$ cat config.mk
export PLATFORM = sky130hd
export DESIGN_NAME = vga_image_ctrl
export DESIGN_NICKNAME = d
export VERILOG_FILES = /design/src/rtl/vga_image_ctrl.sv
export SDC_FILE = /design/constraint.sdc
export NUM_CORES = 1
export LEC_CHECK = 0
export BUFFER_PORTS_ARGS = -buffer_cell sky130_fd_sc_hd__buf_2
export CORE_MARGIN = 1.5
export CORE_UTILIZATION = 55
export DETAILED_ROUTE_END_ITERATION = 10
export GPL_TIMING_DRIVEN = 0
export HOLD_SLACK_MARGIN = 0.15
export PLACE_DENSITY = 0.72
export SYNTH_ARGS = -nofsm -noshare
export SYNTH_HDL_FRONTEND = slang
export SYNTH_SLANG_ARGS = --single-unit
$ cat constraint.sdc
create_clock -name clk -period 5.25 [get_ports clk]
set_clock_uncertainty 0.1 [all_clocks]
set_input_delay 1.05 -clock clk [delete_from_list [all_inputs] [get_ports clk]]
set_output_delay 1.05 -clock clk [all_outputs]
set_load 0.01 [all_outputs]
$ cat src/rtl/vga_image_ctrl.sv
// VGA timing generator that scans a 1-bit image ROM, upscaled by 2^SCALE_SH,
// through a 3-stage pipeline: counters -> ROM address -> ROM data -> outputs.
module vga_image_ctrl #(
  parameter int H_ACTIVE = 640,
  parameter int H_FP     = 16,
  parameter int H_SYNC   = 96,
  parameter int H_BP     = 48,
  parameter int V_ACTIVE = 480,
  parameter int V_FP     = 10,
  parameter int V_SYNC   = 2,
  parameter int V_BP     = 33,
  parameter int IMG_W    = 160,
  parameter int IMG_H    = 120,
  parameter int SCALE_SH = 2,
  parameter int ADDR_W   = 15
) (
  input  logic              clk,
  input  logic              rst_n,
  input  logic              enable,
  output logic [ADDR_W-1:0] rom_addr,
  input  logic              rom_data,
  output logic              color_in,
  output logic              hsync,
  output logic              vsync,
  output logic              active,
  output logic              frame_start
);

  localparam int H_TOTAL = H_ACTIVE + H_FP + H_SYNC + H_BP;
  localparam int V_TOTAL = V_ACTIVE + V_FP + V_SYNC + V_BP;
  localparam int HCW     = $clog2(H_TOTAL);
  localparam int VCW     = $clog2(V_TOTAL);

  localparam logic [HCW-1:0] H_LAST   = HCW'(H_TOTAL - 1);
  localparam logic [VCW-1:0] V_LAST   = VCW'(V_TOTAL - 1);
  localparam logic [HCW-1:0] H_ACT_L  = HCW'(H_ACTIVE);
  localparam logic [VCW-1:0] V_ACT_L  = VCW'(V_ACTIVE);
  localparam logic [HCW-1:0] HS_BEG   = HCW'(H_ACTIVE + H_FP);
  localparam logic [HCW-1:0] HS_END   = HCW'(H_ACTIVE + H_FP + H_SYNC - 1);
  localparam logic [VCW-1:0] VS_BEG   = VCW'(V_ACTIVE + V_FP);
  localparam logic [VCW-1:0] VS_END   = VCW'(V_ACTIVE + V_FP + V_SYNC - 1);

  typedef enum logic {IDLE, RUN} state_e;

  state_e            state_q, state_d;
  logic              cnt_vld_q, cnt_vld_d;
  logic [HCW-1:0]    h_cnt_q, h_cnt_d;
  logic [VCW-1:0]    v_cnt_q, v_cnt_d;
  logic              frame_end;

  logic              vis_p1_q, vis_p1_d;
  logic              hs_p1_q, hs_p1_d;
  logic              vs_p1_q, vs_p1_d;
  logic              fs_p1_q, fs_p1_d;
  logic [ADDR_W-1:0] rom_addr_q, rom_addr_d;

  logic              vis_p2_q, vis_p2_d;
  logic              hs_p2_q, hs_p2_d;
  logic              vs_p2_q, vs_p2_d;
  logic              fs_p2_q, fs_p2_d;

  logic              color_q, color_d;
  logic              hsync_q, hsync_d;
  logic              vsync_q, vsync_d;
  logic              active_q, active_d;
  logic              fstart_q, fstart_d;

  function automatic logic [ADDR_W-1:0] pix_addr(input logic [HCW-1:0] h,
                                                 input logic [VCW-1:0] v);
    logic [ADDR_W-1:0] row;
    logic [ADDR_W-1:0] col;
    row = ADDR_W'(v >> SCALE_SH);
    col = ADDR_W'(h >> SCALE_SH);
    return (row * ADDR_W'(IMG_W)) + col;
  endfunction

  assign frame_end = cnt_vld_q && (h_cnt_q == H_LAST) && (v_cnt_q == V_LAST);

  always_comb begin
    state_d = state_q;
    case (state_q)
      IDLE:    if (enable) state_d = RUN;
      RUN:     if (frame_end && !enable) state_d = IDLE;
      default: state_d = IDLE;
    endcase
    // Counters go live one clock after entering RUN so every frame starts at (0,0).
    cnt_vld_d = (state_q == RUN) && (state_d == RUN);

    h_cnt_d = '0;
    v_cnt_d = '0;
    if (cnt_vld_q) begin
      if (h_cnt_q == H_LAST) begin
        h_cnt_d = '0;
        v_cnt_d = (v_cnt_q == V_LAST) ? '0 : v_cnt_q + 1'b1;
      end else begin
        h_cnt_d = h_cnt_q + 1'b1;
        v_cnt_d = v_cnt_q;
      end
    end
  end

  // Stage 0 -> 1: decode counters, form ROM address
  always_comb begin
    vis_p1_d = cnt_vld_q && (h_cnt_q < H_ACT_L) && (v_cnt_q < V_ACT_L);
    hs_p1_d  = !(cnt_vld_q && (h_cnt_q >= HS_BEG) && (h_cnt_q <= HS_END));
    vs_p1_d  = !(cnt_vld_q && (v_cnt_q >= VS_BEG) && (v_cnt_q <= VS_END));
    fs_p1_d  = cnt_vld_q && (h_cnt_q == '0) && (v_cnt_q == '0);

    rom_addr_d = rom_addr_q;
    if (!cnt_vld_q) begin
      rom_addr_d = '0;
    end else if (vis_p1_d && (32'(h_cnt_q >> SCALE_SH) < IMG_W)
                          && (32'(v_cnt_q >> SCALE_SH) < IMG_H)) begin
      rom_addr_d = pix_addr(h_cnt_q, v_cnt_q);
    end
  end

  // Stage 1 -> 2: wait for the synchronous ROM; stage 2 -> 3: register outputs
  always_comb begin
    vis_p2_d = vis_p1_q;
    hs_p2_d  = hs_p1_q;
    vs_p2_d  = vs_p1_q;
    fs_p2_d  = fs_p1_q;

    color_d  = rom_data & vis_p2_q;
    active_d = vis_p2_q;
    hsync_d  = hs_p2_q;
    vsync_d  = vs_p2_q;
    fstart_d = fs_p2_q;
  end

  always_ff @(posedge clk or negedge rst_n) begin
    if (!rst_n) begin
      state_q    <= IDLE;
      cnt_vld_q  <= 1'b0;
      h_cnt_q    <= '0;
      v_cnt_q    <= '0;
      vis_p1_q   <= 1'b0;
      hs_p1_q    <= 1'b1;
      vs_p1_q    <= 1'b1;
      fs_p1_q    <= 1'b0;
      rom_addr_q <= '0;
      vis_p2_q   <= 1'b0;
      hs_p2_q    <= 1'b1;
      vs_p2_q    <= 1'b1;
      fs_p2_q    <= 1'b0;
      color_q    <= 1'b0;
      active_q   <= 1'b0;
      hsync_q    <= 1'b1;
      vsync_q    <= 1'b1;
      fstart_q   <= 1'b0;
    end else begin
      state_q    <= state_d;
      cnt_vld_q  <= cnt_vld_d;
      h_cnt_q    <= h_cnt_d;
      v_cnt_q    <= v_cnt_d;
      vis_p1_q   <= vis_p1_d;
      hs_p1_q    <= hs_p1_d;
      vs_p1_q    <= vs_p1_d;
      fs_p1_q    <= fs_p1_d;
      rom_addr_q <= rom_addr_d;
      vis_p2_q   <= vis_p2_d;
      hs_p2_q    <= hs_p2_d;
      vs_p2_q    <= vs_p2_d;
      fs_p2_q    <= fs_p2_d;
      color_q    <= color_d;
      active_q   <= active_d;
      hsync_q    <= hsync_d;
      vsync_q    <= vsync_d;
      fstart_q   <= fstart_d;
    end
  end

  assign rom_addr    = rom_addr_q;
  assign color_in    = color_q;
  assign hsync       = hsync_q;
  assign vsync       = vsync_q;
  assign active      = active_q;
  assign frame_start = fstart_q;

endmodule

# == Yosys cells after proc, flatten, opt, wreduce, memory -nomap -nowiden ==
# Cells that the tools add are included.
# word_totals
latchBits,0
out_inout_bits,20
mem_bits_ro,0
mem_count,0
ram_bits,0
register_bits,50
wordCells,65
# op_classes
n_eq_ne,4
div_mod_pow,0
bitwise,2
add_sub_neg,3
shift,0
multipliers,1
reduce_logical,19
mux,10
n_lt_le_gt_ge,8
# op_table
operator,count
10-bit 2-to-1 mux,5
15-bit 2-to-1 mux,2
10-bit by 1-bit adder with 10-bit output (second input constant),2
10-bit == test (second input constant),2
10-bit logical NOT,2
15-bit by 8-bit adder with 15-bit output,1
1-bit logical AND,14
10-bit greater-or-equal comparator (second input constant),1
10-bit by 9-bit greater-or-equal comparator with 1-bit output (second input constant),1
10-bit <= comparator (second input constant),1
10-bit by 9-bit <= comparator with 1-bit output (second input constant),1
10-bit less-than comparator (second input constant),1
10-bit by 9-bit less-than comparator with 1-bit output (second input constant),1
8-bit by 3-bit multiplier with 10-bit output (second input constant),1
8-bit by 7-bit less-than comparator with 1-bit output (second input constant),1
8-bit less-than comparator (second input constant),1
2-bit by 1-bit inequality test with 1-bit output (second input constant),2
1-bit logical NOT,3
1-bit 2-to-1 mux,2
1-bit one-hot mux with 2 select lines,1
1-bit bitwise AND,1
1-bit inverter,1

# == Depth between registers and ports, before layout ==
# logic_depth
word_depth,7
mapped_depth,10

# == Worst setup path before layout ==
# No wires, ideal clock.
# synth_path
path_type,reg-to-reg
start,reg v_cnt_q[5]
end,reg rom_addr_q[14] (netlist: rom_addr[14])
n_path_buf,0
arrival_ps,2263
stages_incl_launch_ff,9
path_slack_ps,2811
synth_period_minus_slack_ps,2439
required_time_ps,5074
setup_time_ps,76
path_cell_list,dfrtp_1 ha_1 ha_1 or2_2 and3_4 nor4_2 nand3_1 xor2_1 o21ai_1
# synth_between
elab_chain_cells,5
word_cells_on_any_way,10
cone_classes,add/sub (1); mul (1); order compare (2); eq/ne (1); mux (2); reduce/logical (3)
# synth_lines
element,line_no,text
start: declaration,48,"logic [VCW-1:0] v_cnt_q, v_cnt_d;"
start signal: assignment,156,v_cnt_q <= v_cnt_d;
branches (longest 5 deep; another with 15-bit by 8-bit adder with 15-bit output),n/a,
end signal: assignment,161,rom_addr_q <= rom_addr_d;
end: declaration,55,"logic [ADDR_W-1:0] rom_addr_q, rom_addr_d;"
# Several ways; the timed one is not identified. The select of a mux whose other input is x is not followed.
# A chain may end at the register's enable or synchronous reset.

# == Final worst setup path ==
# Ends and elaborated chain as after synthesis.

==> metrics.yaml <==
run_status:
  status: "complete, no violations"
worst_setup_path:
  critPathLaunchType: "register"
  cp_num_buf_inv: 1
  critPathKind: "register to register"
  max_stage_delay_ns: 0.48
  path_cells: "ha_1 > ha_1 > inv_1 > fa_1 > nor2b_1 > o221ai_1 > o311ai_0 > xor2_1 > o21ai_1"
  crit_family: "adder cells"
  worstPathArrival_ns: 2.75
  cp_common_cell: "ha_1"
  critPathMaxFanout: 8
  critical_path_required_ns: 5.34
  endpoint_kind: "register"
  slowest_stage: "dfrtp_1"
finish:
  fin_util: 0.641
  multi_input_area_um2: 1380
  diodes: 0
  largest_reg_flops: 15
  drive_above_1_share: 0.173
  synthToLayoutAreaGrowth_pct: 10.8
  nFillCells: 415
  regArea_um2: 1260
  final_net_count: 330
logic_synthesis:
  ys.warnings.count: 0
  synth_area_leaders: "dfrtp_1 (40%), ha_1 (8.6%), dfstp_2 (5.7%)"
  netlist_instances: 275
  ys_seq_area_frac: 0.458
  synth_edf_count: 0
  ys_seq_elements: 50
  yosys.area.top_type: "dfrtp_1"
  yosys.cell_count.top_type: "dfrtp_1"
  synth.distinct_cells: 48
  avgSynthCellArea_um2: 10.0
  postSynth.asyncResetShare: 1.00
  synthTopCellsByCount: "dfrtp_1 (44), nand3_1 (27), nand2_1 (25)"
  synth_top_area_share: 0.401
  synth_area_um2: 2750
  syn_nets: 300
  synth-main-ff-cell: "dfrtp_1"
cts:
  cts_setup_buffers: 0
  cts_htree_levels: 2
  root_buffer: "clkbuf_8"
  path_clk_slew_ns: 0.10
  cts_resized: 0
  worstSkewPairLatency_ns: 0.32
  cts.path.max_buffers: 2
  cts_buffers: 5
  cts_tree: "yes"
  cts.sinks: 50
  ctsHoldBuffers: 0
power_and_ir_drop:
  p_leak_nw: 1.39
  peakVddDrop_mv: 0.202
  power_density_nw_per_um2: 286
detailed_routing:
  post-route-drc-count: 0
  viasPerCell: 5.47
  routed_wl_mm: 5.12
  wl_per_cell_um: 13.7
  drt_iter0_markers: 110
  ant_nets: 0
  first_pass_iters: 4
  vias: 2040
global_routing:
  grt_pass1_wl_mm: 8.80
  grt_pass1_vias: 1888
  overflow: 0
  grt_util_all_layers: 0.212
  antenna_found_initial: 0
  grt_max_degree: 51
die:
  ioPinCount: 24
  die_h_um: 73.7
  core_area_um2: 4750
  dieWidth_um: 73.7
  initial_core_util: 0.578
  placementRows: 25
  dieArea_um2: 5430
placement:
  io_buffers: 23
  gp_congestion: 0.785
  dp_hpwl_mm: 3.72
sta:
  fmaxAchievable_mhz: 375
  rsz0062_at_grt: "false"
  hold_viol_final: 0
  final-max-slew-violation-count: 0
  relSlewSlack: 0.294
  fin_crit_sh: 0.508
  worst_pin_slew_ns: 1.06
  setup_violations: 0
  setup_tns_ns: 0
  post-route-min-period_ns: 2.67
flow_run:
  maxCapViolations: 0
hold_path:
  min_path_type: "register to register"
## placed cells by master, fill, tap and decap left out, types with 3 or more instances in the layout
cell	n
xor2_1	7
xnor2_1	12
and3_1	4
inv_1	12
dfstp_2	6
buf_2	26
nor2b_1	6
nand2_1	25
nor3b_1	3
nor2_1	22
ha_1	19
nand4_1	4
a21oi_1	6
clkbuf_1	7
nand2b_1	5
clkbuf_8	5
dfrtp_1	44
o22ai_1	3
nand3_1	27
o21ai_0	21
## per-stage QoR
| step | hold slack, ns | area (µm²) | instances | power (mW) | worst slack [ns] |
|---|---|---|---|---|---|
| 5_1_grt | 0.252 | 3050 | 373 | 0.927 | 2.40 |
| 3_5_place_dp | 0.235 | 2950 | 365 | 0.641 | 2.61 |
| 2_1_floorplan | 0.231 | 2750 | 275 | 0.582 | 2.81 |
| 6_report | 0.255 | 3050 | 373 | 0.872 | 2.58 |
| 4_1_cts | 0.252 | 3050 | 373 | 0.883 | 2.59 |
| 3_3_place_gp | 0.234 | 2950 | 365 | 0.637 | 2.64 |
## report_power, final
group,internal [mW],leakage (nW),switching (mW)
Clock,0.0988,0.0502,0.140
Combinational,0.0631,0.716,0.0924
Sequential,0.434,0.626,0.0435
## cells by family after synthesis
kind of cell / share of synthesized area
AOI/OAI and AO/OA: 0.102
xor gates and xnor gates: 0.0605
adders and majority gates: 0.101
buffers and inverters: 0.0396
DFF: 0.458
and+or+nand+nor: 0.239
## per-layer routing
metal / global-route usage / up-vias / wire, µm
met2: 0.346 / 33 / 2480
met5: 0 / - / 0
met4: 0.0679 / 0 / 70
li1: - / 1024 / -
met3: 0.0453 / 6 / 152
met1: 0.281 / 977 / 2420
## cell type report
cell class	count	area share
well taps	67	0.0275
clock inverters	3	0.00945
plain buffers	12	0.0210
inverters	12	0.0148
clock buffers	5	0.0226
multi-input cells	201	0.454
repair buffers	23	0.0378
flip-flops and latches	50	0.413
## path summary, 6_finish.rpt
kind                             from           end  slack, ns  cells after the start
min in group asynchronous       rst_n  rom_addr[14]       0.82                      1
min                           hs_p2_q         hsync       0.26                      0
min reg2reg                   hs_p2_q         hsync       0.26                      0
max in group asynchronous       rst_n    v_cnt_q[3]       3.58                      1
max reg2reg                v_cnt_q[5]  rom_addr[14]       2.58                      9
max                        v_cnt_q[5]  rom_addr[14]       2.58                      9
(Power assumes the default switching activity.)
